--- src/rtl/regfile_write_scheduler_if.sv ---
// Write-port bundle between the two writeback requesters, the clear control,
// and the register file write inputs driven by the scheduler.
interface regfile_write_scheduler_if #(
  parameter int unsigned DATA_WIDTH = 8,
  parameter int unsigned ADDR_WIDTH = 3
);
  logic                  req0Valid;
  logic [ADDR_WIDTH-1:0] req0Address;
  logic [DATA_WIDTH-1:0] req0Data;
  logic                  req0Ready;
  logic                  req1Valid;
  logic [ADDR_WIDTH-1:0] req1Address;
  logic [DATA_WIDTH-1:0] req1Data;
  logic                  req1Ready;
  logic                  clearStart;
  logic                  clearBusy;
  logic                  write;
  logic [ADDR_WIDTH-1:0] inAddress;
  logic [DATA_WIDTH-1:0] dataIn;

  modport master (
    output req0Valid, req0Address, req0Data, req1Valid, req1Address, req1Data, clearStart,
    input  req0Ready, req1Ready, clearBusy, write, inAddress, dataIn
  );

  modport slave (
    input  req0Valid, req0Address, req0Data, req1Valid, req1Address, req1Data, clearStart,
    output req0Ready, req1Ready, clearBusy, write, inAddress, dataIn
  );
endinterface

--- src/rtl/regfile_write_scheduler.sv ---
// Round-robin scheduler for the register file write port with a built-in
// sequence that zeroes every register; write-port outputs are registered.
module regfile_write_scheduler #(
  parameter int unsigned DATA_WIDTH = 8,
  parameter int unsigned ADDR_WIDTH = 3,
  parameter int unsigned NUM_REGS   = 8
) (
  input  logic                      clk,
  input  logic                      reset,
  regfile_write_scheduler_if.slave  bus
);

  localparam logic [ADDR_WIDTH-1:0] LAST_IDX = ADDR_WIDTH'(NUM_REGS - 1);

  typedef enum logic {IDLE, CLEAR} state_t;

  state_t                state_q, state_d;
  logic                  prio_q, prio_d;
  logic [ADDR_WIDTH-1:0] clr_idx_q, clr_idx_d;
  logic                  write_q, write_d;
  logic [ADDR_WIDTH-1:0] addr_q, addr_d;
  logic [DATA_WIDTH-1:0] data_q, data_d;
  logic                  busy_q, busy_d;
  logic                  ready0_c, ready1_c;

  // State and registered write-port outputs
  always_ff @(posedge clk or negedge reset) begin
    if (!reset) begin
      state_q   <= IDLE;
      prio_q    <= 1'b0;
      clr_idx_q <= '0;
      write_q   <= 1'b0;
      addr_q    <= '0;
      data_q    <= '0;
      busy_q    <= 1'b0;
    end else begin
      state_q   <= state_d;
      prio_q    <= prio_d;
      clr_idx_q <= clr_idx_d;
      write_q   <= write_d;
      addr_q    <= addr_d;
      data_q    <= data_d;
      busy_q    <= busy_d;
    end
  end

  // Arbitration, clear sequencing and next-cycle write-port values
  always_comb begin
    state_d   = state_q;
    prio_d    = prio_q;
    clr_idx_d = clr_idx_q;
    write_d   = 1'b0;
    addr_d    = addr_q;
    data_d    = data_q;
    busy_d    = 1'b0;
    ready0_c  = 1'b0;
    ready1_c  = 1'b0;

    case (state_q)
      IDLE: begin
        if (bus.clearStart) begin
          state_d   = CLEAR;
          clr_idx_d = '0;
          busy_d    = 1'b1;
        end else begin
          // prio only matters when both requesters contend
          if (bus.req0Valid && (!bus.req1Valid || !prio_q)) begin
            ready0_c = 1'b1;
          end else if (bus.req1Valid) begin
            ready1_c = 1'b1;
          end

          if (ready0_c) begin
            write_d = 1'b1;
            addr_d  = bus.req0Address;
            data_d  = bus.req0Data;
            prio_d  = 1'b1;
          end else if (ready1_c) begin
            write_d = 1'b1;
            addr_d  = bus.req1Address;
            data_d  = bus.req1Data;
            prio_d  = 1'b0;
          end
        end
      end

      CLEAR: begin
        write_d = 1'b1;
        addr_d  = clr_idx_q;
        data_d  = '0;
        // busy drops on the same edge that issues the final zero-write
        if (clr_idx_q == LAST_IDX) begin
          state_d   = IDLE;
          clr_idx_d = '0;
        end else begin
          clr_idx_d = clr_idx_q + ADDR_WIDTH'(1);
          busy_d    = 1'b1;
        end
      end

      default: state_d = IDLE;
    endcase
  end

  // Readies are forced low for as long as reset is held
  assign bus.req0Ready = ready0_c & reset;
  assign bus.req1Ready = ready1_c & reset;
  assign bus.clearBusy = busy_q;
  assign bus.write     = write_q;
  assign bus.inAddress = addr_q;
  assign bus.dataIn    = data_q;

endmodule

--- src/flat_wrapper.sv ---
// flat-port wrapper written by rule: the top's interface ports become plain ports
module regfile_write_scheduler_flat 
#(
  parameter int unsigned DATA_WIDTH = 8,
  parameter int unsigned ADDR_WIDTH = 3,
  parameter int unsigned NUM_REGS   = 8
)
  (clk, reset, bus_req0Valid, bus_req0Address, bus_req0Data, bus_req1Valid, bus_req1Address, bus_req1Data, bus_clearStart, bus_req0Ready, bus_req1Ready, bus_clearBusy, bus_write, bus_inAddress, bus_dataIn);
  regfile_write_scheduler_if #(.DATA_WIDTH(DATA_WIDTH), .ADDR_WIDTH(ADDR_WIDTH)) bus_i ();
  input  logic clk;
  input  logic reset;
  input wire logic [$bits(bus_i.req0Valid)-1:0] bus_req0Valid;
  input wire logic [$bits(bus_i.req0Address)-1:0] bus_req0Address;
  input wire logic [$bits(bus_i.req0Data)-1:0] bus_req0Data;
  input wire logic [$bits(bus_i.req1Valid)-1:0] bus_req1Valid;
  input wire logic [$bits(bus_i.req1Address)-1:0] bus_req1Address;
  input wire logic [$bits(bus_i.req1Data)-1:0] bus_req1Data;
  input wire logic [$bits(bus_i.clearStart)-1:0] bus_clearStart;
  output wire logic [$bits(bus_i.req0Ready)-1:0] bus_req0Ready;
  output wire logic [$bits(bus_i.req1Ready)-1:0] bus_req1Ready;
  output wire logic [$bits(bus_i.clearBusy)-1:0] bus_clearBusy;
  output wire logic [$bits(bus_i.write)-1:0] bus_write;
  output wire logic [$bits(bus_i.inAddress)-1:0] bus_inAddress;
  output wire logic [$bits(bus_i.dataIn)-1:0] bus_dataIn;
  assign bus_i.req0Valid = bus_req0Valid;
  assign bus_i.req0Address = bus_req0Address;
  assign bus_i.req0Data = bus_req0Data;
  assign bus_i.req1Valid = bus_req1Valid;
  assign bus_i.req1Address = bus_req1Address;
  assign bus_i.req1Data = bus_req1Data;
  assign bus_i.clearStart = bus_clearStart;
  assign bus_req0Ready = bus_i.req0Ready;
  assign bus_req1Ready = bus_i.req1Ready;
  assign bus_clearBusy = bus_i.clearBusy;
  assign bus_write = bus_i.write;
  assign bus_inAddress = bus_i.inAddress;
  assign bus_dataIn = bus_i.dataIn;
  regfile_write_scheduler #(.DATA_WIDTH(DATA_WIDTH), .ADDR_WIDTH(ADDR_WIDTH), .NUM_REGS(NUM_REGS)) u_core (.clk(clk), .reset(reset), .bus(bus_i));
endmodule
--- config.mk ---
export PLATFORM = sky130hd
export DESIGN_NAME = regfile_write_scheduler_flat
export DESIGN_NICKNAME = d
export VERILOG_FILES = /design/src/rtl/regfile_write_scheduler_if.sv /design/src/rtl/regfile_write_scheduler.sv /design/src/flat_wrapper.sv
export SDC_FILE = /design/constraint.sdc
export NUM_CORES = 1
export LEC_CHECK = 0
export CORE_MARGIN = 2
export CORE_UTILIZATION = 39
export DETAILED_ROUTE_END_ITERATION = 8
export PLACE_DENSITY = 0.86
export SETUP_SLACK_MARGIN = 0.2
export SKIP_LAST_GASP = 1
export SYNTH_ARGS = -nofsm -noshare
export SYNTH_HDL_FRONTEND = slang
export SYNTH_SLANG_ARGS = --single-unit
export TNS_END_PERCENT = 1
--- constraint.sdc ---
create_clock -name clk -period 1.7 [get_ports clk]
set_input_delay 0.255 -clock clk [delete_from_list [all_inputs] [get_ports clk]]
set_output_delay 0.255 -clock clk [all_outputs]
set_load 0.01 [all_outputs]
==> impl_metrics.env <==
export IMPL_worst_slack_ns=0.008397
export IMPL_rows=16
export IMPL_synth_top_area_share_pct=49.71
export IMPL_run_status="finished clean"
export IMPL_critPathMaxStageDelay_ns=0.42
export IMPL_p_leak_nw=0.6640
export IMPL_finalNonFillerCells=145
export IMPL_slew_violations=0
export IMPL_synth_nets=97
export IMPL_grt_pass1_vias=777
export IMPL_place_inst=141
export IMPL_yosys_warnings=0
export IMPL_wl_mm=2.034
export IMPL_cts_sinks=17
export IMPL_power_per_cell_area_nw_per_um2=1167
export IMPL_start_util_pct=42.33
export IMPL_clkTransAtPathRegs_ns=0.09
export IMPL_firstDrtPassIters=4
export IMPL_peakVddDrop_v=0.0008385
export IMPL_wl_per_cell_um=14.03
export IMPL_drive_above_1_share_pct=25.42
export IMPL_dieArea_um2=2585
export IMPL_cp_max_fo=2
export IMPL_setup_viol=0
export IMPL_slew_headroom_pct=90.63
export IMPL_final_util_pct=66.89
export IMPL_cts_root_buffer="clkbuf_4"
export IMPL_dieHeight_um=50.85
export IMPL_ys_seq_elements=17
export IMPL_hold_class="input pin to async pin"
export IMPL_drv_cap=0
export IMPL_crit_start="u_core.state_q"
export IMPL_max_slew_worst_pin_slew_ns=0.1366
export IMPL_totalPowerFinal_mw=1.578
export IMPL_syn_area_um2=855.8
export IMPL_numPortBuffers=41
export IMPL_gr_total_overflow=0
export IMPL_async_flop_share_pct=100.0
export IMPL_die_w_um=50.85
export IMPL_cts_tree="done"
export IMPL_fill_cells=159
export IMPL_netlist_top_cells_count="17 x dfrtp_1, 9 x mux2i_1, 8 x a221o_2"
export IMPL_crit_path_end_kind="output port"
export IMPL_post_place_ws_ns=-0.4813
export IMPL_finalCriticalPeriod_ns=1.692
export IMPL_netlist_top_cells_area="dfrtp_1 50%, mux2i_1 11%, a221o_2 11%, and3_1 4.4%, ha_1 2.9%"
export IMPL_hold_violations=0
export IMPL_cts_hold_buf=0
export IMPL_nets=148
export IMPL_cts_path_max_buffers=2
export IMPL_synth_edf_count=0
export IMPL_startpoint_type="register"
export IMPL_crit_chain="or3b_4, nor2_8, and2_1, buf_2"
export IMPL_synth_largest_area_cell="dfrtp_1"
export IMPL_antenna_left=0
export IMPL_synth_ff_type="dfrtp_1"
export IMPL_grt_max_degree=13
export IMPL_synth_distinct_cells=23
export IMPL_setup_tns_final_ns=0
export IMPL_crit_type="register to output port"
export IMPL_vias=736
export IMPL_first_iter_violations=5
export IMPL_fin_crit_sh_pct=99.51
export IMPL_numCtsBuffers=3
export IMPL_clk_latency_ns=0.28
export IMPL_area_growth_pct=58.04
export IMPL_ys_seq_area_share_pct=49.71
export IMPL_track_usage_pct=18.67
export IMPL_core_area_um2=2022
export IMPL_htreeDepth=1
export IMPL_synthCells=68
export IMPL_yosysMostFrequentCell="dfrtp_1"
export IMPL_antenna_found_initial=0
export IMPL_grt_pass1_wl_mm=3.505
export IMPL_hpwl_mm=1.620
export IMPL_required_ns=1.44
export IMPL_gp_congestion=0.7382
export IMPL_skew_ns=0.0004960
export IMPL_io_pins=42
export IMPL_fmax_mhz=591.2
export IMPL_regToRegStartpoint="u_core.prio_q"
export IMPL_rsz0062_at_grt="yes"
export IMPL_cp_arrival_ns=1.44
export IMPL_viasPerCell=5.076
export IMPL_antenna_cells=0
export IMPL_crit_path_top_delay_cell="or3b_4"
export IMPL_drc=0
export IMPL_postSynthAreaPerCell_um2=12.59
## layout by cell type, fill, tap and decap left out
| cell type | count |
|---|---|
| buf_2 | 1 |
| ha_1 | 2 |
| clkbuf_1 | 1 |
| dlygate4sd2_1 | 2 |
| clkbuf_2 | 1 |
| a21oi_2 | 1 |
| mux2i_1 | 9 |
| or2_1 | 1 |
| nand2_1 | 3 |
| dfrtp_1 | 17 |
| and2_1 | 1 |
| o22ai_1 | 1 |
| a22o_1 | 2 |
| and3_2 | 3 |
| nand2b_1 | 2 |
| clkdlybuf4s50_1 | 37 |
| buf_4 | 8 |
| a221o_2 | 8 |
| nor2_8 | 1 |
| and2b_2 | 1 |
| o21ai_0 | 2 |
| inv_1 | 2 |
| and3_1 | 6 |
| nor2_2 | 1 |
| or3b_4 | 1 |
| a21boi_2 | 1 |
| clkbuf_4 | 3 |
## cells by family after synthesis
kind of cell | count (synthesis) | synth area share [%]
AOI/OAI and AO/OA | 15 | 16.81
adders and majority gates | 2 | 2.924
buffers and inverters | 5 | 3.654
DFF | 17 | 49.71
muxes | 9 | 10.53
and+or+nand+nor | 20 | 16.37
## stage by stage
stage	hold WS, ns	instance area (um^2)
3_5_place_dp	0.4995	1336
4_1_cts	0.3201	1355
5_1_grt	0.3253	1353
2_1_floorplan	-0.04059	855.8
3_3_place_gp	0.4948	1336
6_report	0.3209	1353
## flip-flops by register name, summed over array words and instances (netlist names)
register / count
u_core.clr_idx_q: 3
u_core.bus.inAddress: 3
u_core.bus.dataIn: 8
u_core.prio_q: 1
u_core.bus.write: 1
u_core.state_q: 1
## path summary, 6_finish.rpt
check,end,slack (ns),cells past startpoint
setup / recovery,bus_req1Ready,0.008,4
hold / removal,u_core.bus.inAddress[2],0.32,2
setup reg to reg,u_core.bus.dataIn[5],0.30,4
hold reg to reg,u_core.bus.dataIn[3],0.51,1
max in group asynchronous,u_core.bus.dataIn[4],1.23,2
min in group clk,u_core.clr_idx_q[1],0.40,2
## where the power goes
part / switching (mW) / total, mW / internal [mW]
registers: 0.0808 / 0.617 / 0.536
logic: 0.327 / 0.754 / 0.427
clock network: 0.116 / 0.207 / 0.0913
## area by class of cell
class                           instances  area, um^2  share of cell area [%]
Inverter                                2       7.507                  0.5550
Tap cell                               27       33.78                   2.498
Multi-Input combinational cell         46       401.6                   29.69
Sequential cell                        17       425.4                   31.45
Timing Repair Buffer                   49       457.9                   33.86
Clock buffer                            4       26.28                   1.943
## per-layer routing
| metal | global-route usage (%) | part of all wire (%) |
|---|---|---|
| met4 | 6.757 | 1.0 |
| met5 | 0 | 0 |
| met3 | 6.433 | 8.8 |
| met1 | 19.85 | 41 |
| met2 | 33.99 | 49 |
## worst max-delay path: cells and delay by family (launching register included)
| kind | cells | cell delay, ns |
|---|---|---|
| DFF | 1 | 0.39 |
| buffers and inverters | 1 | 0.13 |
| and+or+nand+nor | 3 | 0.63 |
## timing repair
item / in CTS / in global routing
pin swaps: 1 / 0
buffers inserted: 0 / 0
resized for setup: 8 / 2
endpoints found under the hold margin: 0 / 0
endpoints found under the setup margin: 3 / 8
(Power assumes the default switching activity.)
